===== src/rtl/led_pkg.sv =====
// led_pkg: shared types and helpers for the LED timing stage and its button debouncers.
package led_pkg;
   typedef logic [1:0] speed_t;
   localparam int NUM_SPEEDS = 4;
   typedef enum logic [1:0] {IDLE, PRESS_WAIT, HELD, RELEASE_WAIT} db_state_t;
   function automatic int unsigned period_of(input int unsigned base_div, input speed_t spd);
      return base_div >> spd;
   endfunction
endpackage


===== src/rtl/led_tick_gen_if.sv =====
// led_tick_gen_if: button input and tick/clock/speed outputs of the LED timing stage.
// With LED_TICK_PAUSE_EN defined the interface also carries the pause input.
interface led_tick_gen_if;
   import led_pkg::*;
   logic btn_speed;
   logic tick;
   logic clk_out;
   speed_t speed;
`ifdef LED_TICK_PAUSE_EN
   logic pause;
   modport master(input btn_speed, input pause, output tick, output clk_out, output speed);
   modport slave(output btn_speed, output pause, input tick, input clk_out, input speed);
`else
   modport master(input btn_speed, output tick, output clk_out, output speed);
   modport slave(output btn_speed, input tick, input clk_out, input speed);
`endif
endinterface


===== src/rtl/btn_debounce.sv =====
// btn_debounce: 2-flop synchronizer plus debounce FSM; emits one press strobe per accepted press.
module btn_debounce
   import led_pkg::*;
#(
   parameter int DB_CYCLES = 1000000
) (
   input  logic clk,
   input  logic rst_n,
   input  logic btn,
   output logic press
);
   localparam int DW = (DB_CYCLES > 1) ? $clog2(DB_CYCLES) : 1;
   localparam logic [DW-1:0] LAST = DW'(DB_CYCLES - 1);
   logic [1:0] sync;
   logic btn_s;
   logic done;
   db_state_t state, state_nxt;
   logic [DW-1:0] dcnt, dcnt_nxt;
   assign btn_s = sync[1];
   assign done = dcnt == LAST;
   always_ff @(posedge clk or negedge rst_n)
      if (!rst_n) begin
         sync  <= '0;
         state <= IDLE;
         dcnt  <= '0;
      end else begin
         sync  <= {sync[0], btn};
         state <= state_nxt;
         dcnt  <= dcnt_nxt;
      end
   // dcnt runs freely outside the wait states; every entry into a wait state clears it
   always_comb begin
      state_nxt = state;
      dcnt_nxt  = dcnt + DW'(1);
      press     = 1'b0;
      case (state)
         IDLE:
            if (btn_s) begin
               state_nxt = PRESS_WAIT;
               dcnt_nxt  = '0;
            end
         PRESS_WAIT:
            if (!btn_s) state_nxt = IDLE;
            else if (done) begin
               state_nxt = HELD;
               press     = 1'b1;
            end
         HELD:
            if (!btn_s) begin
               state_nxt = RELEASE_WAIT;
               dcnt_nxt  = '0;
            end
         RELEASE_WAIT:
            if (btn_s) state_nxt = HELD;
            else if (done) state_nxt = IDLE;
      endcase
   end
endmodule


===== src/rtl/led_tick_gen.sv =====
// led_tick_gen: speed-selectable tick/clk_out divider feeding the LED pattern engine.
// Optional macro LED_TICK_PAUSE_EN adds a synchronized pause input that freezes the divider.
module led_tick_gen
   import led_pkg::*;
#(
   parameter int BASE_DIV  = 25000000,
   parameter int DB_CYCLES = 1000000
) (
   input logic clk_50M,
   input logic reset,
   led_tick_gen_if.master bus
);
   localparam int CW = $clog2(BASE_DIV);
   logic press;
   logic run;
   logic [CW-1:0] cnt;
   logic [CW-1:0] last;
   btn_debounce #(.DB_CYCLES(DB_CYCLES)) u_btn_debounce (
      .clk  (clk_50M),
      .rst_n(reset),
      .btn  (bus.btn_speed),
      .press(press)
   );
`ifdef LED_TICK_PAUSE_EN
   logic [1:0] pause_sync;
   always_ff @(posedge clk_50M or negedge reset)
      if (!reset) pause_sync <= '0;
      else pause_sync <= {pause_sync[0], bus.pause};
   assign run = ~pause_sync[1];
`else
   assign run = 1'b1;
`endif
   assign last = CW'(period_of(BASE_DIV, bus.speed) - 1);
   // a press outranks terminal count: the period restarts without a tick or clk_out toggle
   always_ff @(posedge clk_50M or negedge reset)
      if (!reset) begin
         cnt         <= '0;
         bus.speed   <= '0;
         bus.tick    <= 1'b0;
         bus.clk_out <= 1'b0;
      end else if (press) begin
         cnt       <= '0;
         bus.speed <= (bus.speed == speed_t'(NUM_SPEEDS - 1)) ? '0 : bus.speed + 2'd1;
         bus.tick  <= 1'b0;
      end else if (!run) begin
         bus.tick <= 1'b0;
      end else if (cnt == last) begin
         cnt         <= '0;
         bus.tick    <= 1'b1;
         bus.clk_out <= ~bus.clk_out;
      end else begin
         cnt      <= cnt + CW'(1);
         bus.tick <= 1'b0;
      end
endmodule


===== src/flat_wrapper.sv =====
// flat-port wrapper written by rule: the top's interface ports become plain ports
module led_tick_gen_flat import led_pkg::*;
#(
   parameter int BASE_DIV  = 25000000,
   parameter int DB_CYCLES = 1000000
)
  (clk_50M, reset, bus_btn_speed, bus_tick, bus_clk_out, bus_speed);
  led_tick_gen_if bus_i ();
  input logic clk_50M;
  input logic reset;
  input wire logic [$bits(bus_i.btn_speed)-1:0] bus_btn_speed;
  output wire logic [$bits(bus_i.tick)-1:0] bus_tick;
  output wire logic [$bits(bus_i.clk_out)-1:0] bus_clk_out;
  output wire logic [$bits(bus_i.speed)-1:0] bus_speed;
  assign bus_i.btn_speed = bus_btn_speed;
  assign bus_tick = bus_i.tick;
  assign bus_clk_out = bus_i.clk_out;
  assign bus_speed = bus_i.speed;
  led_tick_gen #(.BASE_DIV(BASE_DIV), .DB_CYCLES(DB_CYCLES)) u_core (.clk_50M(clk_50M), .reset(reset), .bus(bus_i));
endmodule

===== config.mk =====
export PLATFORM = sky130hd
export DESIGN_NAME = led_tick_gen_flat
export DESIGN_NICKNAME = d
export VERILOG_FILES = /design/src/rtl/led_pkg.sv /design/src/rtl/led_tick_gen_if.sv /design/src/rtl/btn_debounce.sv /design/src/rtl/led_tick_gen.sv /design/src/flat_wrapper.sv
export SDC_FILE = /design/constraint.sdc
export NUM_CORES = 1
export LEC_CHECK = 0
export CORE_AREA = 2 2 87 89
export DETAILED_ROUTE_END_ITERATION = 10
export DIE_AREA = 0 0 89 91
export DONT_BUFFER_PORTS = 1
export GPL_TIMING_DRIVEN = 1
export PLACE_DENSITY = 0.57
export SKIP_CTS_REPAIR_TIMING = 1
export SYNTH_ARGS = -nofsm -noshare
export SYNTH_HDL_FRONTEND = slang
export SYNTH_SLANG_ARGS = --single-unit

===== constraint.sdc =====
create_clock -name clk_50M -period 2.5 [get_ports clk_50M]
set_input_delay 0.25 -clock clk_50M [delete_from_list [all_inputs] [get_ports clk_50M]]
set_output_delay 0.25 -clock clk_50M [all_outputs]
set_load 0.02 [all_outputs]

### Yosys cells after proc, flatten, opt, wreduce, memory -nomap -nowiden

Index checks and enable logic that the tools add are counted.

* register bits: 53
* input bits: 3
* output and inout bits: 4
* word-level logic and storage cells: 45

* add/sub/neg operators: 4
* equal/unequal tests: 10
* shift-type cells: 1
* mux-type cells: 18
* bitwise gates (word level): 2
* reductions and logical operators: 3

Operator list (number)
* $mux W25: 2
* $mux W20: 2
* $pmux W20 S2: 1
* $add A25 B1 Y25 const B: 1
* $eq A25 B25 Y1: 1
* $shr A25 B2 Y25 const A: 1
* $sub A25 B1 Y25 const B: 1
* $add A20 B1 Y20 const B: 1
* $eq A20 B20 Y1 const B: 1
* $mux W2: 7
* $pmux W2 S4: 1
* $eq A2 B2 Y1 const B: 3
* $ne A3 B3 Y1 const B: 2
* $mux W1: 5
* $ne A2 B2 Y1 const B: 2
* $reduce_and A4 Y1: 1
* $add A2 B1 Y2 const B: 1
* $eq A2 B1 Y1 const B: 1
* $logic_not A2 Y1: 1
* $not A1 Y1: 2
* $reduce_and A2 Y1: 1

### Longest topological paths before layout

Gate-level depths: netlist of run 1.

* word-level depth: 6
* mapped depth: 8
* mapped depth without buffers: 7

### Hierarchy

From an unflattened synthesis of run 1, not the netlist that was laid out.

* cells, all modules: 283
* area total of the unflattened synthesis: 2795.2 µm²

By module, submodules not included
* led_tick_gen: times used 1, cells each 170, area each 1674.1 µm², seq. area each 725.7 µm²
* btn_debounce: times used 1, cells each 113, area each 1121.1 µm², seq. area each 600.6 µm²

### Least setup slack after synthesis of run 1

No wires, ideal clock.

* path kind: register -> register
* start: register u_core.bus.speed[0]
* end: register u_core.cnt[19]
* setup time: 0.119 ns
* data arrival time: 2.200 ns
* data required time: 2.381 ns
* path slack: 0.181 ns
* stages on the path, launching flop included: 9
* buffers on the path: 1
* period minus slack after synthesis: 2.319 ns
* cell sequence: dfrtp_1 inv_1 ha_1 or4_1 a22oi_2 o2111ai_2 o21ai_2 buf_6 nor2_1

* longest elaborated chain between the ends: 5

RTL lines
* start: declaration: line led_tick_gen_if.sv:14 `modport master(input btn_speed, output tick, output clk_out, output speed);`
* start signal: assignment: line led_tick_gen.sv:43 `bus.speed <= (bus.speed == speed_t'(NUM_SPEEDS - 1)) ? '0 : bus.speed + 2'd1;`
* $shr A25 B2 Y25: line led_pkg.sv:7 `return base_div >> spd;`
* $sub A25 B1 Y25: line led_tick_gen.sv:33 `assign last = CW'(period_of(BASE_DIV, bus.speed) - 1);`
* $eq A25 B25 Y1: line led_tick_gen.sv:47 `end else if (cnt == last) begin`
* $mux W25: line led_tick_gen.sv:47
* $mux W25: line led_tick_gen.sv:41 `end else if (press) begin`
* end signal: assignment: line led_tick_gen.sv:52 `cnt <= cnt + CW'(1);`
* end: declaration: line led_tick_gen.sv:16 `logic [CW-1:0] cnt;`

Every way passes these cells.
A chain may end at the register's enable or synchronous reset.

### Worst setup path in the final report of run 1

* start: register u_core.bus.speed[1]
* end: register u_core.cnt[16]

Same word-level chain as after synthesis.

==> flow_metrics.tcl, run 1 <==
set metrics [dict create \
    outcome "finished clean" \
    worst_clock_skew_ps 7.93 \
    hold_viol 0 \
    grt_pass1_wl_mm 9.10 \
    cp-end-kind "register" \
    worstPathRequired_ps 2700 \
    relSlewSlack 0.732 \
    nFillCells 730 \
    register_area_mm2 0.00133 \
    cts_buffers 5 \
    die_h_um 91 \
    dpl.hpwl_mm 3.61 \
    min_period_ps 2240 \
    fin_setup_tns_ps 0 \
    ys_seq_area_frac 0.473 \
    grt_max_degree 54 \
    rows 31 \
    grt_usage 0.143 \
    worst_slew_pin_slew_ps 402 \
    synthToLayoutAreaGrowth_pct 9.06 \
    drv_cap 0 \
    nets 295 \
    grt_pass1_vias 1899 \
    async_flop_share 1.00 \
    clkTransAtPathRegs_ps 90 \
    rsz0062_at_grt "false" \
    synth_top_flop_cell "dfrtp_1" \
    ys_ff_latch 53 \
    p_seq_frac 0.597 \
    postSynthCellCount 278 \
    syn_area_mm2 0.00280 \
    fmax_mhz 446 \
    p_comb_frac 0.052 \
    drc 0 \
    synth_edf_count 0 \
    holdWs_ps 357 \
    synth_nets 289 \
    wl_mm 5.25 \
    cp.arrival_ps 2440 \
    postSynthAreaPerCell_um2 10.1 \
    dieWidth_um 89 \
    holdCritPathClass "register to register" \
    multi_input_area_mm2 0.00138 \
    antenna_found_initial 0 \
    total_power_w 0.00152 \
    p_clk_frac 0.351 \
    vias 1871 \
    drtIter0Drc 77 \
    cts.sinks 53 \
    crit_path_start_kind "register" \
    peakVddDrop_uv 201 \
    power.switching_w 0.000351 \
    yosysWarnings 0 \
    die_area_mm2 0.00810 \
    p_leak_nw 1.29 \
    insertion_delay_ps 310 \
    critPathKind "register to register" \
    layout-drive-gt1-share 0.116 \
    critPathMaxFanout 23 \
    floorplan.initialDensity 0.393 \
    tritoncts "done" \
    drv_slew 0 \
    gp_congestion 0.849 \
    finalSetupViolCount 0 \
    pre_cts_slack_ps 256 \
    io-pin-count 7 \
    globalRouteOverflowTotal 0 \
    vias_per_cell 4.87 \
    drtAntennaViolNets 0 \
    num_antenna_cells 0 \
    finalWorstSetupSlack_ps 257 \
    dr.pass1.iters 4 \
    core_mm2 0.00714 \
    h-tree-depth 2 \
    swShare 0.232 \
    finalCritPeriodShare 0.897 \
    ys_types 46 \
    port_buffers 0 \
    wire_per_inst_um 13.7 \
    power.internal_w 0.00116 \
    cts-root-buf "clkbuf_8" \
    cts_buffer_depth 2 \
    power_density_mw_per_mm2 496 \
]
[stage by stage]
stage / util / instances / area [µm²]
finish: 0.428 / 384 / 3060
detailed placement: 0.407 / 373 / 2910
global route: 0.428 / 384 / 3060
CTS: 0.422 / 381 / 3010
floorplan: - / 278 / 2800
global placement: 0.407 / 373 / 2910
[synthesized netlist by cell type, types with 3 or more instances]
| master | number | area [µm²] |
|---|---|---|
| nand2_1 | 12 | 45.0 |
| and3_1 | 4 | 25.0 |
| nor3_1 | 5 | 25.0 |
| and4_1 | 3 | 26.3 |
| and2_1 | 3 | 18.8 |
| nand2b_1 | 3 | 18.8 |
| xnor2_1 | 30 | 263 |
| or3_1 | 6 | 37.5 |
| nor2b_1 | 3 | 18.8 |
| nor2_1 | 54 | 203 |
| xor2_1 | 15 | 131 |
| o21ai_0 | 3 | 15.0 |
| dfrtp_1 | 53 | 1330 |
| nor4_2 | 3 | 37.5 |
| clkbuf_1 | 3 | 11.3 |
| ha_1 | 8 | 100 |
| nand4_1 | 7 | 43.8 |
| buf_2 | 3 | 15.0 |
| a21oi_1 | 4 | 20.0 |
| nand3_1 | 12 | 60.1 |
| inv_1 | 12 | 45.0 |
[sequential cells by signal, indices dropped and copies added (netlist names), named ones only]
name                         cells
u_core.cnt                      25
u_core.u_btn_debounce.state      1
u_core.bus.speed                 2
u_core.u_btn_debounce.sync       2
u_core.bus.tick                  1
u_core.bus.clk_out               1
u_core.u_btn_debounce.dcnt      20
[cell type report]
cell class,instances,area share
well taps,99,0.0405
clock buffers,7,0.0315
flip-flops and latches,53,0.434
multi-input cells,205,0.452
repair buffers,7,0.0254
clock inverters,1,0.00164
inverters,12,0.0147
[cells in the final DEF, fill, tap and decap left out, types with 4 or more instances in the layout]
cell       n
xnor2_1   30
nor3_1     5
inv_1     12
buf_4      4
clkbuf_8   7
or3_1      6
nor2_1    54
dfrtp_1   53
nand4_1    7
a21oi_1    4
nand3_1   12
nand2_1   12
xor2_1    15
ha_1       8
and3_1     4
[metal layers]
metal	global-route usage	routed length, µm
met1	0.192	2550
met2	0.227	2460
met3	0.0382	166
met4	0.0373	75
met5	0	0
[worst max-delay path, cell delays in order (launching register included)]
cell and delay [ps]:
dfrtp_1 480, inv_1 120, ha_1 250, or4_1 430, a22oi_2 180, o2111ai_2 150, o21ai_2 140, buf_4 280
nor2_1 90
[worst paths after layout]
kind	from	slack [ps]	depth (start not counted)	to
worst max-delay path	u_core.bus.speed[1]	260	8	u_core.cnt[16]
worst min-delay path	u_core.u_btn_debounce.sync[0]	360	0	u_core.u_btn_debounce.sync[1]
worst max register to register	u_core.bus.speed[1]	260	8	u_core.cnt[16]
worst min register to register	u_core.u_btn_debounce.sync[0]	360	0	u_core.u_btn_debounce.sync[1]
max in group asynchronous	reset	1800	2	u_core.bus.clk_out
min in group asynchronous	reset	450	2	u_core.cnt[21]
[cell families after synthesis]
group	Yosys count	synth area share
buf+inv	20	0.0335
flops	53	0.473
compound gates	13	0.0335
xor+xnor	45	0.141
mux	2	0.00804
fa+ha+maj	8	0.0357
simple gates	137	0.275
[power groups by stage]
stage / Sequential, W / Clock (W) / Combinational [W]
global route: 0.000909 / 0.000590 / 0.0000916
detailed placement: 0.000922 / 0 / 0.0000545
global placement: 0.000921 / 0 / 0.0000535
floorplan: 0.000917 / 0 / 0.0000452
CTS: 0.000906 / 0.000562 / 0.0000551
finish: 0.000905 / 0.000532 / 0.0000785
No activity file was read; power rests on OpenSTA's default activity.
==> run 2, diff against run 1 <==
--- a/config.mk
+++ b/config.mk
@@ -10,6 +10,7 @@
 export DIE_AREA = 0 0 89 91
 export DONT_BUFFER_PORTS = 1
 export GPL_TIMING_DRIVEN = 1
+export MAX_ROUTING_LAYER = met4
 export PLACE_DENSITY = 0.57
 export SKIP_CTS_REPAIR_TIMING = 1
 export SYNTH_ARGS = -nofsm -noshare
==> flow_metrics.tcl, run 2 (synthesis gave the netlist of run 1 again) <==
set metrics [dict create \
    slowest_stage "dfrtp_1" \
    gp_congestion 0.862 \
    wire_per_inst_um 13.7 \
    vias 1874 \
    finalCritPeriodShare 0.899 \
    synthToLayoutAreaGrowth_pct 9.06 \
    path_buf_inv 2 \
    p_seq_frac 0.597 \
    floorplan.initialDensity 0.393 \
    antenna_found_initial 0 \
    final_cell_count_no_fill 384 \
    worstPathRequired_ps 2690 \
    layout-drive-gt1-share 0.116 \
    drv_slew 0 \
    wl_mm 5.26 \
    dr.pass1.iters 4 \
    holdCritPathClass "register to register" \
    crit_chain "inv_1 > ha_1 > or4_1 > a22oi_2 > o2111ai_2 > o21ai_2 > buf_4 > nor2_1" \
    worst_clock_skew_ps 8.15 \
    tritoncts "done" \
    critPathKind "register to register" \
    peakVddDrop_uv 201 \
    worst_slew_pin_slew_ps 402 \
    cts_buffers 5 \
    p_leak_nw 1.29 \
    cp_slowest_stage_delay_ps 480 \
    dpl.hpwl_mm 3.61 \
    reg_top3 "u_core.cnt (25), u_core.u_btn_debounce.dcnt (20)" \
    holdWs_ps 357 \
    rows 31 \
    critPathTopFamily "simple AND/OR/NAND/NOR gates" \
    cp-end-kind "register" \
    h-tree-depth 2 \
    drv_cap 0 \
    io-pin-count 7 \
    insertion_delay_ps 310 \
    power.internal_w 0.00116 \
    globalRouteOverflowTotal 0 \
    cts-root-buf "clkbuf_8" \
    clkTransAtPathRegs_ps 100 \
    drtAntennaViolNets 0 \
    die_h_um 91 \
    relSlewSlack 0.732 \
    mostFrequentLayoutCells "54 x nor2_1, 53 x dfrtp_1, 30 x xnor2_1" \
    grt_pass1_vias 1898 \
    top_register "u_core.cnt" \
    swShare 0.232 \
    power_density_mw_per_mm2 496 \
    num_antenna_cells 0 \
    fin_setup_tns_ps 0 \
    critPathMaxFanout 23 \
    r2r_start "u_core.bus.speed[1]" \
    nFillCells 730 \
    p_comb_frac 0.052 \
    rsz0062_at_grt "false" \
    outcome "finished clean" \
    drtIter0Drc 105 \
    pre_cts_slack_ps 256 \
    grt_usage 0.147 \
    p_clk_frac 0.351 \
    cp.arrival_ps 2440 \
    hold_viol 0 \
    drc 0 \
    vias_per_cell 4.88 \
    grt_max_degree 54 \
    nets 295 \
    core_mm2 0.00714 \
    cts.sinks 53 \
    dieWidth_um 89 \
    startpoint "u_core.bus.speed[1]" \
    finalSetupViolCount 0 \
    fmax_mhz 445 \
    die_area_mm2 0.00810 \
    min-delay-start "u_core.u_btn_debounce.sync[0]" \
    power.switching_w 0.000351 \
    largest_reg_flops 25 \
    grt_pass1_wl_mm 9.12 \
    crit_path_start_kind "register" \
    cts_buffer_depth 2 \
    port_buffers 0 \
    min_period_ps 2250 \
    finalWorstSetupSlack_ps 254 \
    final_common_cell "nor2_1" \
    place_inst 373 \
]
run 2: cell counts in the layout (fill, tap and decap cells not counted):
No cell type changed its count.
run 2: worst register-to-register path, stage by stage (launching register included):
cell and delay [ps]:
dfrtp_1 480, inv_1 130, ha_1 250, or4_1 430
a22oi_2 180, o2111ai_2 150, o21ai_2 140, buf_4 280
nor2_1 90
run 2: cell type report:
cell class	count	area, µm²	area share
multi-input combinational	205	1380	0.452
timing repair buffer	7	77.6	0.0254
clock inverter	1	5.00	0.00164
tap	99	124	0.0405
inverter	12	45.0	0.0147
sequential	53	1330	0.434
clock buffer	7	96.3	0.0315
run 2: power groups by stage:
stage	Clock [W]	Combinational [W]	Sequential, W
2_1_floorplan	0	0.0000452	0.000917
3_3_place_gp	0	0.0000535	0.000921
3_5_place_dp	0	0.0000545	0.000922
4_1_cts	0.000562	0.0000551	0.000906
5_1_grt	0.000590	0.0000915	0.000909
6_report	0.000532	0.0000784	0.000905
run 2: stage by stage:
step                power [W]  cell area [µm²]  utilization
CTS                   0.00152             3010        0.422
detailed placement   0.000977             2910        0.407
global placement     0.000974             2910        0.407
floorplan            0.000962             2800            -
global route          0.00159             3060        0.428
finish                0.00152             3060        0.428
run 2: final timing paths:
check | end | slack, ps | cells past startpoint
worst max-delay path | u_core.cnt[16] | 250 | 8
worst min-delay path | u_core.u_btn_debounce.sync[1] | 360 | 0
worst max register to register | u_core.cnt[16] | 250 | 8
worst min register to register | u_core.u_btn_debounce.sync[1] | 360 | 0
max in group asynchronous | u_core.bus.clk_out | 1810 | 2
min in group asynchronous | u_core.cnt[21] | 460 | 2
run 2: layer usage:
metal	track usage	vias up	routed length, µm
met5	-	-	0
met3	0.0382	9	154
li1	-	942	-
met4	0.0373	0	71
met1	0.193	898	2600
met2	0.226	25	2440
==> run 3, diff against run 2 <==
==> constraint.sdc (replaced) <==
create_clock -name clk_50M -period 2.9 [get_ports clk_50M]
set_input_delay 0.29 -clock clk_50M [delete_from_list [all_inputs] [get_ports clk_50M]]
set_output_delay 0.29 -clock clk_50M [all_outputs]
set_load 0.02 [all_outputs]
==> flow_metrics.tcl, run 3 (synthesis gave the netlist of run 1 again) <==
set metrics [dict create \
    outcome "finished clean" \
    critPathKind "register to register" \
    min-delay-start "u_core.u_btn_debounce.sync[0]" \
    worst_clock_skew_ps 12.3 \
    cp-end-kind "register" \
    power.internal_w 0.00105 \
    holdWs_ps 359 \
    r2r_start "u_core.bus.speed[1]" \
    dr.pass1.iters 5 \
    swShare 0.230 \
    hold_viol 0 \
    p_seq_frac 0.573 \
    die_h_um 91 \
    die_area_mm2 0.00810 \
    power.switching_w 0.000313 \
    wl_mm 5.22 \
    crit_chain "inv_1 > ha_1 > or4_1 > a22oi_2 > o2111ai_2 > o21ai_2 > buf_4 > nor2_1" \
    finalCritPeriodShare 0.831 \
    synthToLayoutAreaGrowth_pct 9.42 \
    fmax_mhz 415 \
    vias_per_cell 4.88 \
    rr_endpoint "u_core.cnt[8]" \
    mostFrequentLayoutCells "54 x nor2_1, 53 x dfrtp_1, 30 x xnor2_1" \
    insertion_delay_ps 310 \
    grt_pass1_wl_mm 8.76 \
    worstPathRequired_ps 3100 \
    cts_buffer_depth 2 \
    final_common_cell "nor2_1" \
    p_leak_nw 1.29 \
    fin_setup_tns_ps 0 \
    power_density_mw_per_mm2 444 \
    h-tree-depth 2 \
    nets 295 \
    clkTransAtPathRegs_ps 100 \
    relSlewSlack 0.620 \
    cp_slowest_stage_delay_ps 580 \
    p_comb_frac 0.050 \
    dieWidth_um 89 \
    dpl.hpwl_mm 3.62 \
    globalRouteOverflowTotal 0 \
    top_register "u_core.cnt" \
    core_mm2 0.00714 \
    largest_reg_flops 25 \
    min_path_cells 0 \
    tritoncts "done" \
    drv_cap 0 \
    reg_top3 "u_core.cnt (25), u_core.u_btn_debounce.dcnt (20)" \
    r2r_slack_ps 490 \
    final_cell_count_no_fill 384 \
    cts.sinks 53 \
    nFillCells 702 \
    min_to "u_core.u_btn_debounce.sync[1]" \
    cts_buffers 5 \
    p_clk_frac 0.377 \
    rsz0062_at_grt "false" \
    drtAntennaViolNets 0 \
    port_buffers 0 \
    slowest_stage "dfrtp_1" \
    rows 31 \
    cp.arrival_ps 2610 \
    drc 0 \
    vias 1875 \
    wire_per_inst_um 13.6 \
    num_antenna_cells 0 \
    worst_slew_pin_slew_ps 568 \
    min_period_ps 2410 \
    antenna_found_initial 0 \
    final_util 0.430 \
    layout-drive-gt1-share 0.112 \
    rr_worst_depth 8 \
    crit_path_start_kind "register" \
    drv_slew 0 \
    peakVddDrop_uv 207 \
    grt_usage 0.140 \
    grt_max_degree 54 \
    holdCritPathClass "register to register" \
    floorplan.initialDensity 0.393 \
    gp_congestion 0.795 \
    drtIter0Drc 46 \
    io-pin-count 7 \
    place_inst 373 \
    finalSetupViolCount 0 \
    cts-root-buf "clkbuf_8" \
    grt_pass1_vias 1810 \
    critPathMaxFanout 16 \
]
==> run 3: changes by cell type in the layout (fill, tap and decap cells not counted), sizes merged <==
cell    before  now
bufinv       0    1
clkbuf       7    6
==> run 3: cell type report <==
type	instances	area, µm²	share of cell area
multi-input cells	205	1380	0.451
flip-flops and latches	53	1330	0.432
well taps	99	124	0.0404
repair buffers	7	77.6	0.0253
clock buffers	6	72.6	0.0237
inverters	12	45.0	0.0147
clock inverters	2	38.8	0.0126
==> run 3: how the worst max path moves through the flow <==
stage,from,slack (ps),to,cells past startpoint
5_1_grt,u_core.bus.speed[1],320,u_core.cnt[11],8
3_5_place_dp,u_core.bus.speed[1],490,u_core.cnt[21],8
4_1_cts,u_core.bus.speed[1],480,u_core.cnt[8],8
3_3_place_gp,u_core.bus.speed[1],540,u_core.cnt[20],8
6_report,u_core.bus.speed[1],490,u_core.cnt[8],8
2_1_floorplan,u_core.bus.speed[0],580,u_core.cnt[16],8
==> run 3: critical path, delay by kind of cell (launching register included) <==
family                     cells  cell delay, ps
and+or+nand+nor                2             520
AOI/OAI and AO/OA              3             530
adders and majority gates      1             280
buffers and inverters          2             390
DFF                            1             580
==> run 3: metal layers <==
layer  vias up  track usage  wire length (µm)
li1        946            -                 -
met1       911        0.185              2540
met2        15        0.223              2560
met3         3       0.0309                99
met4         0       0.0299                15
met5         -            -                 0
==> run 3: power groups by stage <==
| stage | Combinational (W) | Sequential [W] | Clock [W] |
|---|---|---|---|
| after CTS | 0.0000482 | 0.000780 | 0.000536 |
| after global routing | 0.0000766 | 0.000783 | 0.000560 |
| final | 0.0000682 | 0.000779 | 0.000513 |
| after detailed placement | 0.0000472 | 0.000794 | 0 |
| after floorplan | 0.0000390 | 0.000790 | 0 |
| after global placement | 0.0000457 | 0.000794 | 0 |
==> run 3: through the flow <==
step           area, µm²  total power [W]  setup slack (ps)
6_report            3070          0.00136               490
5_1_grt             3070          0.00142               321
4_1_cts             3020          0.00136               479
3_5_place_dp        2910         0.000842               495
3_3_place_gp        2910         0.000840               536
2_1_floorplan       2800         0.000829               581
